## config.mk

```make
export PLATFORM = sky130hd
export DESIGN_NAME = mem_reader
export DESIGN_NICKNAME = d
export VERILOG_FILES = /design/src/rtl/mem_reader.sv
export SDC_FILE = /design/constraint.sdc
export NUM_CORES = 1
export LEC_CHECK = 0
export ABC_AREA = 1
export CELL_PAD_IN_SITES_DETAIL_PLACEMENT = 2
export CELL_PAD_IN_SITES_GLOBAL_PLACEMENT = 2
export CORE_MARGIN = 2
export CORE_UTILIZATION = 20
export CTS_CLUSTER_DIAMETER = 150
export CTS_CLUSTER_SIZE = 16
export DETAILED_ROUTE_END_ITERATION = 12
export PLACE_DENSITY_LB_ADDON = 0.2
export SKIP_CTS_REPAIR_TIMING = 1
export SLEW_MARGIN = 10
export SYNTH_ARGS = -nofsm -noshare
export SYNTH_HDL_FRONTEND = slang
export SYNTH_SLANG_ARGS = --single-unit
```

## constraint.sdc

```tcl
create_clock -name clk -period 1.4 [get_ports clk]
set_clock_uncertainty 0.2 [all_clocks]
set_input_delay 0.42 -clock clk [delete_from_list [all_inputs] [get_ports clk]]
set_output_delay 0.42 -clock clk [all_outputs]
set_load 0.005 [all_outputs]
```

## src/rtl/mem_reader.sv

```systemverilog
// Single-request memory read sequencer: IDLE -> ISSUE -> WAIT -> DONE.
// Define MEM_READER_TIMEOUT_EN to abort a read after TIMEOUT WAIT cycles with an err_o pulse.
`timescale 1ns / 1ps

module mem_reader #(
   parameter int unsigned W       = 16,
   parameter int unsigned AW      = 16,
   parameter int unsigned TIMEOUT = 15
) (
   input  logic          clk,
   input  logic          rst_n,
   input  logic          req_i,
   input  logic [AW-1:0] addr_i,
   output logic          busy_o,
   output logic [AW-1:0] mem_addr_o,
   output logic          mem_rd_en_o,
   input  logic          mem_ack_i,
   input  logic [W-1:0]  mem_d_i,
   output logic [W-1:0]  d_o,
   output logic          r_o,
   output logic          err_o
);

   typedef enum logic [1:0] {
      StIdle,
      StIssue,
      StWait,
      StDone
   } state_t;

   state_t        r_state;
   logic [AW-1:0] r_addr;
   logic [W-1:0]  r_data;
   logic          r_rd_en;
   logic          r_ready;

`ifdef MEM_READER_TIMEOUT_EN
   localparam int unsigned CntW    = (TIMEOUT > 1) ? $clog2(TIMEOUT) : 1;
   localparam logic [CntW-1:0] LastCnt = CntW'(TIMEOUT - 1);

   logic [CntW-1:0] r_wait_cnt;
   logic            r_err;
`endif

   always_ff @(posedge clk or negedge rst_n) begin
      if (!rst_n) begin
         r_state    <= StIdle;
         r_addr     <= '0;
         r_data     <= '0;
         r_rd_en    <= 1'b0;
         r_ready    <= 1'b0;
`ifdef MEM_READER_TIMEOUT_EN
         r_wait_cnt <= '0;
         r_err      <= 1'b0;
`endif
      end else begin
         // Strobes default low so each one lasts exactly one cycle.
         r_rd_en <= 1'b0;
         r_ready <= 1'b0;
`ifdef MEM_READER_TIMEOUT_EN
         r_err   <= 1'b0;
`endif
         unique case (r_state)
            StIdle: begin
               if (req_i) begin
                  r_addr  <= addr_i;
                  r_rd_en <= 1'b1;
                  r_state <= StIssue;
               end
            end
            StIssue: begin
`ifdef MEM_READER_TIMEOUT_EN
               r_wait_cnt <= '0;
`endif
               r_state <= StWait;
            end
            StWait: begin
               // Ack has priority over an expiring timeout on the same edge.
               if (mem_ack_i) begin
                  r_data  <= mem_d_i;
                  r_ready <= 1'b1;
                  r_state <= StDone;
               end
`ifdef MEM_READER_TIMEOUT_EN
               else if (r_wait_cnt == LastCnt) begin
                  r_err   <= 1'b1;
                  r_state <= StIdle;
               end else begin
                  r_wait_cnt <= r_wait_cnt + 1'b1;
               end
`endif
            end
            StDone: begin
               r_state <= StIdle;
            end
            default: begin
               r_state <= StIdle;
            end
         endcase
      end
   end

   assign busy_o      = (r_state != StIdle);
   assign mem_addr_o  = r_addr;
   assign mem_rd_en_o = r_rd_en;
   assign d_o         = r_data;
   assign r_o         = r_ready;

`ifdef MEM_READER_TIMEOUT_EN
   assign err_o = r_err;
`else
   assign err_o = 1'b0;
`endif

endmodule

```

Yosys cells after proc, flatten, opt, wreduce, memory -nomap -nowiden --
Index checks and enable logic that the tools add are counted. W data, S select, Z words.
Cells by class: div/mod/pow operators 0, equality and inequality tests 5, multiply operators 0, bitwise operators 0, shift operators 0, $add $sub $neg 0, magnitude comparators 0, reductions and logical operators 5, mux-type cells 7
Operator list (number):
- $pmux W2 S4 | 1
- $reduce_and A2 Y1 | 3
- $eq A2 B2 Y1 const B | 2
- $mux W1 | 4
- $mux W2 | 2
- $ne A2 B2 Y1 const B | 2
- $eq A2 B1 Y1 const B | 1
- $logic_not A2 Y1 | 1
- $reduce_bool A2 Y1 | 1
Word-level totals: memories kept 0, bits in registers 36, bits in latches 0, bits of input ports 36, output and inout bits 36, memory bits (read-only) 0, bits in writable memories 0, word-level logic and storage cells 22

Logic depth before layout (Yosys ltp) --
word-level depth 3, gate-level depth with buffers 7, depth with buffers taken out 6

Least setup slack after synthesis --
OpenSTA, ideal clock, no wires.
path type register to output, start register r_state[0], end output port busy_o, buffers on the path 0, required time 0.780 ns, slack 0.064 ns, cell stages (with the launch flop) 4, data arrival time 0.716 ns, path through dfrtp_1 inv_1 ha_1 inv_1
Between the ends: longest elaborated chain between the ends 1
Ends and longest elaborated chain:
- from (decl) | RTL line 31 | state_t r_state;
- from (signal assigned) | RTL line 47 | r_state <= StIdle;
- from (signal assigned) | RTL line 68 | r_state <= StIssue;
- from (signal assigned) | RTL line 75 | r_state <= StWait;
- $reduce_bool A2 Y1 | RTL line 103 | assign busy_o = (r_state != StIdle);
- to (decl) | RTL line 14 | output logic busy_o,
Every way passes these cells.

Worst setup path in the final report --
start register r_state[1], end output port busy_o
Same word-level chain as after synthesis.

==> results.cfg <==
[floorplanning]
die_h_um = 89.34
initial_utilization_pct = 20.41
design.core.area_um2 = 7137
dieWidth_um = 89.34
rows = 31
fp.dieArea_um2 = 7981
io_pins = 72

[status]
violations = negative setup slack
outcome = finished, violations left

[critical_path]
cp.arrival_ns = 1.02
crit_path_frequent_cell = inv_2
cp_top_family = flip-flops
cp-start-kind = flip-flop
cp-startpoint = r_state[1]
critical_path.slowest_cell = dfrtp_1
worst-path-buf-inv = 3
path_class = flip-flop to output pin
crit_chain = inv_2 > ha_4 > inv_2 > clkbuf_2
reg2reg_from = r_state[1]
cpPeakStageDelay_ns = 0.40
worst_setup_path_end_kind = output pin
required_ns = 0.78
path_max_fanout = 2

[grt]
grt_max_degree = 37
overflow = 0
grt_util_all_layers_pct = 11.29
grt_pass1_wl_mm = 6.720
grt_pass1_vias = 1421
grt_antenna_before_repair = 0

[yosys]
postSynthAreaPerCell_um2 = 9.102
synth-seq-cells = 36
synth_fa_ha_area_share_pct = 1.718
synthCells = 160
ys.flop_type = dfrtp_1
seq_area_frac_synth_pct = 61.86
synth_edf_count = 0
synth_common_cells = 100 x nand2_1, 36 x dfrtp_1, 6 x inv_1, 4 x nand2_2, 3 x buf_4
synth_compound_area_share_pct = 0
synth_top_area_share_pct = 61.86
synth_top_family_by_area = simple AND/OR/NAND/NOR gates
yosysUniqueCellTypes = 12
syn_area_um2 = 1456
ys_top_cells_by_area = dfrtp_1 62%, nand2_1 26%, ha_1 1.7%
synth.area.mux_share_pct = 0
synth_area_leader_cell = dfrtp_1
yosys.area_share.xor_xnor_pct = 0
yosysWarningCount = 0
syn_nets = 198
synthSimpleGateAreaFrac_pct = 29.73
synthArstFlopShare_pct = 100.0
yosysMostFrequentCell = nand2_1

[power_and_ir_drop]
power.leakage_nw = 1.367
vdd_drop_max_mv = 0.5673
p_per_area_nw_per_um2 = 2008

[run]
maxCapViolCount = 0

[timing]
rsz0062_at_grt = yes
max_freq_mhz = 611.0
period_needed_ns = 1.637
hold_violations = 0
finalSetupViolations = 30
final.setup.worst_slack_ns = -0.2368
post-route-period-util_pct = 116.9
setup_tns_ns = -0.4519
slew_violations = 0

[drt]
viasPerCell = 3.887
antenna_left = 0
drt_first_pass_iters = 4
route.detailed.drc = 0
drt_iter0_drc = 22
drt-total-wl_mm = 4.497
vias = 1411
routedWlPerCell_um = 12.39

[cells_and_area]
drive_above_1_share_pct = 35.23
fin_nets = 301
final_cell_area_um2 = 2546
antenna-diode-count = 0
stdcell_count = 363
area_delta_synth_final_pct = 74.83

[clock_tree]
ctsHtreeMaxLevel = 2
cts_tree = yes
clockBufferDepth = 2
insertion_delay_ns = 0.28
clkSlewWorstSetupHoldPaths_ns = 0.08
cts_root_buf = clkbuf_8
cts_buffers = 5
cts_sinks = 36

[placed_design]
portBuffers = 70
place.gp.congestion = 0.6851
post-place-ws_ns = -0.3755
dp_hpwl_mm = 3.140
dp_cells = 335
dpl_cell_area_um2 = 2355

[hold_path]
hold_path.class = flip-flop to flip-flop
hold_start = mem_addr_o[13]
==> worst paths after layout <==
kind	endpoint	slack [ns]	cells after the start
worst max-delay path	busy_o	-0.24	4
worst min-delay path	mem_addr_o[13]	0.29	2
worst max register to register	r_state[1]	0	7
worst min register to register	mem_addr_o[13]	0.29	2
max in group asynchronous	r_state[1]	0.37	3
min in group asynchronous	mem_addr_o[6]	0.43	3
==> cells by family after synthesis <==
kind of cell | Yosys count
simple gates | 108
flops | 36
buf+inv | 13
fa+ha+maj | 2
other cells | 1
==> through the flow <==
step | hold WS (ns) | util (%) | total power [mW]
2_1_floorplan | -0.07559 | - | 2.631
3_3_place_gp | 0.2059 | 32.99 | 4.049
3_5_place_dp | 0.2097 | 32.99 | 4.110
4_1_cts | -0.1064 | 34.55 | 5.089
5_1_grt | 0.3272 | 35.68 | 5.585
6_report | 0.2853 | 35.68 | 5.113
==> cell usage in the layout, fill, tap and decap left out, drive strengths merged <==
cell	Yosys	layout
conb	1	1
bufinv	0	1
nand3	2	2
inv	8	8
clkdlybuf4s50	0	33
clkinv	0	1
dfrtp	36	36
dlymetal6s2s	0	1
ha	2	2
buf	5	30
clkinvlp	0	1
nand2	106	106
dlygate4sd3	0	1
clkbuf	0	41
==> flip-flops by register name, summed over array words and instances (netlist names) <==
name,cells
d_o,16
mem_addr_o,16
mem_rd_en_o,1
r_o,1
r_state,2
==> metal layers <==
layer / vias to the layer above / part of all wire [%] / global-route usage, %
li1: 675 / - / -
met1: 682 / 41 / 12.98
met2: 49 / 51 / 19.46
met3: 5 / 7.3 / 4.155
met4: 0 / 1.2 / 3.664
met5: - / 0 / 0
==> final cells by class <==
type                    count  area [um2]
flip-flops and latches     36       900.9
repair buffers            101       833.3
clock buffers               5       68.82
fillers                   811        4591
well taps                  99       123.9
multi-input cells         111       531.8
clock inverters             3       42.54
inverters                   8       45.04
==> worst min-delay path, stage by stage, from the launching register on <==
cell and delay, ns:
dfrtp_1 0.35, nand2_1 0.06, nand2_1 0.05
==> power by group <==
part / leakage (nW) / switching, mW / internal [mW]
combinational: 0.862 / 1.11 / 1.31
sequential: 0.451 / 0.244 / 1.52
clock: 0.0541 / 0.408 / 0.528
Power figures use the tool's default switching activity.
